[src/rtl/plic_irq_gateway.sv]
// Per-source interrupt gateway in front of the PLIC: level/edge qualification,
// saturating edge-pending counter, one outstanding request per line until complete.
module plic_irq_gateway #(
  parameter int                     NUM_SOURCES    = 4,
  parameter int                     PLIC_NUM_LINES = 32,
  parameter int                     LINE_OFFSET    = 1,
  parameter logic [NUM_SOURCES-1:0] EDGE_MASK      = '0,
  parameter int                     MAX_PENDING    = 7
) (
  input  logic                              clock_i,
  input  logic                              reset_i,
  input  logic [NUM_SOURCES-1:0]            irq_src_i,
  input  logic                              claim_valid_i,
  input  logic [$clog2(PLIC_NUM_LINES)-1:0] claim_id_i,
  input  logic                              complete_valid_i,
  input  logic [$clog2(PLIC_NUM_LINES)-1:0] complete_id_i,
  output logic [PLIC_NUM_LINES-1:0]         plic_irq_o,
  output logic [NUM_SOURCES-1:0]            overflow_o
);

  localparam int IDW = $clog2(PLIC_NUM_LINES);
  localparam int CW  = $clog2(MAX_PENDING + 1);

  typedef enum logic [1:0] {
    ST_IDLE    = 2'd0,
    ST_REQ     = 2'd1,
    ST_SERVICE = 2'd2
  } state_e;

  if (LINE_OFFSET < 1 || LINE_OFFSET + NUM_SOURCES > PLIC_NUM_LINES) begin : g_bad_map
    $fatal(1, "plic_irq_gateway: source lines do not fit the PLIC vector above line 0");
  end
  if (MAX_PENDING < 1) begin : g_bad_pending
    $fatal(1, "plic_irq_gateway: MAX_PENDING must be at least 1");
  end

  logic [NUM_SOURCES-1:0] prev_q;
  logic [NUM_SOURCES-1:0] req_vec;
  logic [NUM_SOURCES-1:0] ovf_vec;

  // prev resets to 0 so a source held high across reset release counts as one edge
  always_ff @(posedge clock_i) begin
    if (reset_i) prev_q <= '0;
    else         prev_q <= irq_src_i;
  end

  for (genvar k = 0; k < NUM_SOURCES; k++) begin : g_src
    localparam bit             IS_EDGE = EDGE_MASK[k];
    localparam logic [IDW-1:0] LINE_ID = IDW'(LINE_OFFSET + k);
    localparam logic [CW-1:0]  CNT_MAX = CW'(MAX_PENDING);

    state_e        state_q;
    logic [CW-1:0] cnt_q;
    logic          req_q;
    logic          ovf_q;
    logic          rise;
    logic          dec;
    logic          start;
    logic          claim_hit;
    logic          complete_hit;

    assign rise         = IS_EDGE & irq_src_i[k] & ~prev_q[k];
    assign dec          = IS_EDGE && (state_q == ST_IDLE) && (cnt_q != '0);
    assign start        = IS_EDGE ? (cnt_q != '0) : irq_src_i[k];
    assign claim_hit    = claim_valid_i && (claim_id_i == LINE_ID);
    assign complete_hit = complete_valid_i && (complete_id_i == LINE_ID);

    // Strobes only act in their own state; claim wins over a same-cycle complete
    // because the complete is only looked at from SERVICE.
    always_ff @(posedge clock_i) begin
      if (reset_i) begin
        state_q <= ST_IDLE;
        req_q   <= 1'b0;
        cnt_q   <= '0;
        ovf_q   <= 1'b0;
      end else begin
        case (state_q)
          ST_IDLE: begin
            if (start) begin
              state_q <= ST_REQ;
              req_q   <= 1'b1;
            end
          end
          ST_REQ: begin
            if (claim_hit) begin
              state_q <= ST_SERVICE;
              req_q   <= 1'b0;
            end
          end
          ST_SERVICE: begin
            if (complete_hit) state_q <= ST_IDLE;
          end
          default: begin
            state_q <= ST_IDLE;
            req_q   <= 1'b0;
          end
        endcase

        if (rise && !dec) begin
          if (cnt_q == CNT_MAX) ovf_q <= 1'b1;
          else                  cnt_q <= cnt_q + CW'(1);
        end else if (dec && !rise) begin
          cnt_q <= cnt_q - CW'(1);
        end
      end
    end

    assign req_vec[k] = req_q;
    assign ovf_vec[k] = ovf_q;
  end

  always_comb begin
    plic_irq_o = '0;
    plic_irq_o[LINE_OFFSET +: NUM_SOURCES] = req_vec;
  end

  assign overflow_o = ovf_vec;

endmodule

[config.mk]
export PLATFORM = sky130hd
export DESIGN_NAME = plic_irq_gateway
export DESIGN_NICKNAME = d
export VERILOG_FILES = /design/src/rtl/plic_irq_gateway.sv
export SDC_FILE = /design/constraint.sdc
export NUM_CORES = 1
export LEC_CHECK = 0
export BUFFER_PORTS_ARGS = -buffer_cell sky130_fd_sc_hd__buf_2
export CORE_ASPECT_RATIO = 0.9
export CORE_UTILIZATION = 30
export DETAILED_ROUTE_END_ITERATION = 6
export MAX_ROUTING_LAYER = met4
export PLACE_DENSITY = 0.58
export SYNTH_ARGS = -nofsm -noshare
export SYNTH_HDL_FRONTEND = slang
export SYNTH_SLANG_ARGS = --single-unit
[constraint.sdc]
create_clock -name clock_i -period 1.4 [get_ports clock_i]
set_input_delay 0 -clock clock_i [delete_from_list [all_inputs] [get_ports clock_i]]
set_output_delay 0 -clock clock_i [all_outputs]
set_load 0.05 [all_outputs]
==> results.py, run 1 <==
metrics = {
    "route": {
        "drt_iter0_drc": 9,
        "dr.pass1.iters": 4,
        "num_vias": 660,
        "drt_wl_total_mm": 1.47,
        "vias_per_cell": 4.15,
        "wire_per_inst_um": 9.26,
        "drcViolationCount": 0,
        "antenna_left": 0,
    },
    "logic_synthesis": {
        "synthArstFlopShare_pct": 0,
        "synth-edff-count": 0,
        "synthSimpleGateAreaFrac_pct": 22.9,
        "synthTopCellsByCount": "buf_4 (37), dfxtp_1 (12), nor2_1 (5), inv_1 (4), nor3b_1 (4)",
        "synth_seq_cells": 12,
        "ys.flop_type": "dfxtp_1",
        "synth_top_family_by_area": "buffers and inverters",
        "synth.most_common_cell": "buf_4",
        "ys_types": 28,
        "synthCells": 100,
        "muxShareOfSynthArea_pct": 0,
        "synth_top_area_share_pct": 31.1,
        "netlist_area_um2": 892,
        "synth-xor-area-share_pct": 0,
        "yosysWarnings": 0,
        "yosys-top-cells-area": "buf_4 (31%), dfxtp_1 (27%), a32o_1 (3.4%)",
        "syn_area_per_cell_um2": 8.92,
        "synth_fa_ha_area_share_pct": 0,
        "synth_compound_area_share_pct": 16.5,
        "yosysTopAreaCell": "buf_4",
        "ys_seq_area_share_pct": 26.9,
    },
    "setup_path": {
        "cp-end-kind": "register",
        "cp.arrival_ps": 1340,
        "crit_type": "reg -> reg",
        "start_kind": "register",
        "r2r-start": "g_src[3].state_q[0]",
        "required_ps": 1550,
        "crit_start": "g_src[3].state_q[0]",
        "crit_fanout": 6,
    },
    "pwr": {
        "power.total_w": 0.000959,
        "power_density_mw_per_mm2": 1040,
        "power_leakage_nw": 0.432,
        "ir_worst_vdd_uv": 546,
    },
    "timing": {
        "finalSetupViolCount": 0,
        "finalHoldViolations": 0,
        "rsz0062_at_grt": "false",
        "maxSlewViolCount": 0,
        "period_share_pct": 84.5,
        "fin_worst_skew_ps": 0.135,
        "max_freq_ghz": 0.845,
        "setup_tns_ps": 0,
        "post-route-min-period_ps": 1180,
    },
    "grt": {
        "grt_max_degree": 19,
        "grt_overflow": 0,
        "first_global_vias": 512,
        "track_usage_pct": 9.92,
        "antenna_found_initial": 0,
        "grt_pass1_wl_mm": 2.19,
    },
    "placed_design": {
        "dp_hpwl_mm": 1.24,
        "dpl_cell_area_um2": 882,
        "gp_congestion": 0.682,
        "port_buffers": 21,
    },
    "cts": {
        "cts-root-buf": "clkbuf_4",
        "cts_buffers": 3,
        "htreeDepth": 1,
        "tritoncts": "done",
        "path_clk_slew_ps": 70,
        "clock_path_buffers": 2,
        "cts_sinks": 12,
        "worstSkewPairLatency_ps": 260,
    },
    "floorplan": {
        "rows": 18,
        "core_mm2": 0.00279,
        "die_w_um": 59.5,
        "dieArea_mm2": 0.00320,
        "fp.dieH_um": 53.7,
        "num_io_pins": 54,
        "initial_utilization_pct": 31.9,
    },
    "hold_path": {
        "hold_path_class": "in -> reg",
        "hold_start": "irq_src_i[0]",
    },
    "layout": {
        "diodes": 0,
        "fin_nets": 139,
        "layout-drive-gt1-share_pct": 22.7,
        "finalInstanceArea_um2": 925,
        "syn_to_final_growth_pct": 3.65,
    },
    "status": {
        "outcome": "finished, final reports clean",
    },
    "job": {
        "maxCapViolCount": 0,
    },
}
[registers in the layout (all words and copies together), names as in the netlist]
signal	flops
g_src.state_q	8
g_src.req_q	4
[layout make-up]
| class | count | area (µm²) |
|---|---|---|
| Fill cell | 302 | 1870 |
| Timing Repair Buffer | 23 | 125 |
| Inverter | 4 | 15.0 |
| Sequential cell | 12 | 240 |
| Clock buffer | 3 | 22.5 |
| Multi-Input combinational cell | 77 | 472 |
| Tap cell | 40 | 50.0 |
[cells in the final DEF, fill, tap and decap left out, types with 3 or more instances in the layout]
cell type / n
a21oi_1: 3
conb_1: 32
nor3b_1: 4
buf_2: 21
a32o_1: 3
nor2_1: 5
inv_1: 4
o21ai_0: 3
dfxtp_1: 12
nand3b_1: 3
or4b_1: 3
clkbuf_4: 3
[layer usage]
metal  up-vias  share of wire, %  global-route usage, %
met1       295                45                   11.1
met4         0                 0                   2.38
met5         -                 0                      -
met3         0               7.0                   4.57
met2        33                48                   16.1
li1        332                 -                      -
[worst paths after layout]
path	endpoint	slack, ps	depth (start not counted)
min reg2reg	g_src[0].req_q	490	2
max reg2reg	g_src[3].req_q	220	3
min	g_src[0].state_q[0]	20	3
max	g_src[3].req_q	220	3
[report_power, final]
group,switching [W],leakage [nW],internal [W]
sequential,0.0000199,0.0995,0.000368
combinational,0.000303,0.319,0.0000682
clock,0.000100,0.0138,0.0000993
total,0.000423,0.432,0.000536
[kinds of logic after synthesis]
family / count (synthesis)
buf+inv: 42
simple gates: 26
compound gates: 19
flops: 12
other cells: 1
[worst max-delay path, cell delays in order (launching register included)]
cell and delay (ps):
dfxtp_1 360, or4b_1 520, o31a_1 130, o41ai_1 70
[metrics by stage]
step	setup WS [ps]	utilization, %	std cells	hold WS (ps)
final	216	33.1	159	18.9
after global routing	159	33.1	159	17.8
after CTS	208	33.1	159	11.8
after detailed placement	227	31.6	154	246
after global placement	274	31.6	154	245
after floorplan	334	-	131	138
[repair_timing]
| item | CTS | global route |
|---|---|---|
| buffers inserted | 0 | 0 |
| resized for setup | 0 | 0 |
| hold endpoints to repair | 2 | 0 |
| setup endpoints to repair | 0 | 0 |
| hold buffers | 2 | 0 |
Note: power is estimated with default switching activity, not from simulation.
==> run 2, diff against run 1 <==
- ABC_AREA: unset -> 1
- clock period: 1.4 -> 1.1 ns (I/O delays scaled with it)
==> run 2 against run 1 <==
- combinational power increased by 19%
- sequential power increased by 23%
- register-to-register slack got worse by 30 ps
- worst hold slack got worse by 4.3 ps
- cell area decreased by 1.9%
- area after synthesis decreased by 0.42%
- clock-buffer cell count unchanged
- die area decreased by 0.41%
- critical path type unchanged
- highest routed layer is now met4
==> results.py, run 2 <==
metrics = {
    "cts": {
        "cts-root-buf": "clkbuf_4",
        "cts-resized-gates": 0,
        "clock_path_buffers": 2,
        "cts_sinks": 12,
        "worstSkewPairLatency_ps": 260,
        "path_clk_slew_ps": 80,
        "cts_buffers": 3,
        "cts_hold_buf": 0,
        "tritoncts": "done",
        "post_cts_buffers": 0,
        "htreeDepth": 1,
    },
    "floorplan": {
        "core_mm2": 0.00277,
        "num_io_pins": 54,
        "rows": 18,
        "die_w_um": 59.4,
        "fp.dieH_um": 53.6,
        "initial_utilization_pct": 32.1,
        "dieArea_mm2": 0.00318,
    },
    "layout": {
        "syn_to_final_growth_pct": 2.11,
        "final_common_cell": "conb_1",
        "largest-register": "g_src.state_q",
        "layout_common_cells": "conb_1 (32), buf_2 (21), inv_1 (17), dfxtp_1 (12), a21oi_1 (10)",
        "reg_top3": "g_src.state_q (8), g_src.req_q (4)",
        "stdcell_count": 185,
        "largest_reg_flops": 8,
        "diodes": 0,
        "layout-drive-gt1-share_pct": 22.8,
        "fill_cells": 312,
        "fin_nets": 165,
    },
    "setup_path": {
        "required_ps": 1310,
        "cp.arrival_ps": 1130,
        "slowest_stage": "dfxtp_1",
        "cp-end-kind": "register",
        "cpPeakStageDelay_ps": 320,
        "crit_path_cell_trace": "or2_1, nor2_2, o21ai_0, a21oi_1",
        "crit_fanout": 3,
        "start_kind": "register",
        "crit_type": "reg -> reg",
    },
    "pwr": {
        "seq_power_share_pct": 40.3,
        "power.switching_w": 0.000527,
        "sw_frac_of_total_pct": 44.6,
        "ir_worst_vdd_uv": 473,
        "power_density_mw_per_mm2": 1300,
        "combPwrFrac_pct": 37.2,
        "power_leakage_nw": 0.473,
        "internal_power_w": 0.000655,
        "p_clk_share_pct": 22.5,
    },
    "placed_design": {
        "gp_congestion": 0.766,
        "dp_hpwl_mm": 1.24,
        "dp_slack_ps": 192,
        "port_buffers": 21,
        "dp.cells": 182,
    },
    "timing": {
        "post-route-min-period_ps": 917,
        "hold-worst-slack_ps": 14.6,
        "fin_worst_skew_ps": 0.259,
        "period_share_pct": 83.4,
        "rsz0062_at_grt": "false",
        "setup_tns_ps": 0,
        "finalHoldViolations": 0,
        "finalSetupViolCount": 0,
        "setup_ws_ps": 183,
        "maxSlewViolCount": 0,
        "max_freq_ghz": 1.09,
    },
    "route": {
        "antenna_left": 0,
        "dr.pass1.iters": 4,
        "drcViolationCount": 0,
        "drt_iter0_drc": 15,
        "wire_per_inst_um": 7.80,
        "drt_wl_total_mm": 1.44,
        "vias_per_cell": 3.94,
        "num_vias": 728,
    },
    "logic_synthesis": {
        "synth_top_area_share_pct": 30.4,
        "yosysWarnings": 0,
        "synth.most_common_cell": "buf_4",
        "netlist_area_um2": 888,
        "yosysTopAreaCell": "buf_4",
        "yosys-top-cells-area": "buf_4 (30%), dfxtp_1 (27%), inv_1 (7.2%)",
        "ys_seq_area_share_pct": 27.0,
        "ys_types": 20,
        "syn_area_per_cell_um2": 6.99,
        "synth-edff-count": 0,
        "ys.flop_type": "dfxtp_1",
        "synthTopCellsByCount": "buf_4 (36), inv_1 (17), dfxtp_1 (12), a21oi_1 (10)",
        "synth_seq_cells": 12,
        "synthCells": 127,
        "synthArstFlopShare_pct": 0,
    },
    "job": {
        "maxCapViolCount": 0,
    },
    "status": {
        "outcome": "finished, final reports clean",
    },
    "grt": {
        "antenna_found_initial": 0,
        "first_global_vias": 546,
        "track_usage_pct": 9.43,
        "grt_max_degree": 11,
        "grt_overflow": 0,
        "grt_pass1_wl_mm": 2.12,
    },
    "hold_path": {
        "hold_path_class": "in -> reg",
    },
}
-- run 2: worst paths after layout --
| kind | startpoint | end | slack, ps | cells after the start |
|---|---|---|---|---|
| setup / recovery | g_src[1].state_q[1] | g_src[1].req_q | 180 | 4 |
| setup reg to reg | g_src[1].state_q[1] | g_src[1].req_q | 180 | 4 |
| hold / removal | reset_i | g_src[1].state_q[1] | 10 | 2 |
| hold reg to reg | g_src[1].state_q[0] | g_src[1].req_q | 460 | 1 |
-- run 2: power groups by stage --
stage | Clock [W] | Sequential (W) | Combinational [W]
floorplan | 0 | 0.000483 | 0.000482
global route | 0.000293 | 0.000478 | 0.000472
finish | 0.000265 | 0.000476 | 0.000440
CTS | 0.000274 | 0.000476 | 0.000440
global placement | 0 | 0.000485 | 0.000434
detailed placement | 0 | 0.000486 | 0.000440
-- run 2: per-layer routing --
| metal | vias up | global-route usage [%] | part of all wire, % |
|---|---|---|---|
| met5 | - | - | 0 |
| met4 | 0 | 7.14 | 1.5 |
| met3 | 3 | 0.721 | 6.7 |
| met2 | 33 | 15.7 | 48 |
| met1 | 322 | 10.6 | 44 |
| li1 | 370 | - | - |
-- run 2: metrics by stage --
step	instance area [µm²]	power (W)	util, %
after floorplan	1000	0.000965	-
after global placement	885	0.000919	31.9
after detailed placement	885	0.000926	31.9
after CTS	907	0.00119	32.7
after global routing	907	0.00124	32.7
final	907	0.00118	32.7
-- run 2: critical path: cells and delay by family, from the launching register on --
family,cells,cell delay [ps]
AND/OR/NAND/NOR,2,340
flip-flops,1,320
AO/OA/AOI/OAI,2,190
-- run 2: final cells by class --
cell class,instances,area (µm²),share of cell area (%)
Timing Repair Buffer,21,105,11.6
Multi-Input combinational cell,90,418,46.1
Clock buffer,3,22.5,2.48
Tap cell,40,50.0,5.52
Inverter,19,71.3,7.86
Sequential cell,12,240,26.5
-- run 2: logic make-up after synthesis --
| logic type | after synthesis | synth area share [%] |
|---|---|---|
| buffers and inverters | 56 | 39.0 |
| AOI/OAI and AO/OA | 19 | 11.8 |
| and+or+nand+nor | 39 | 21.7 |
| DFF | 12 | 27.0 |
| other | 1 | 0.422 |
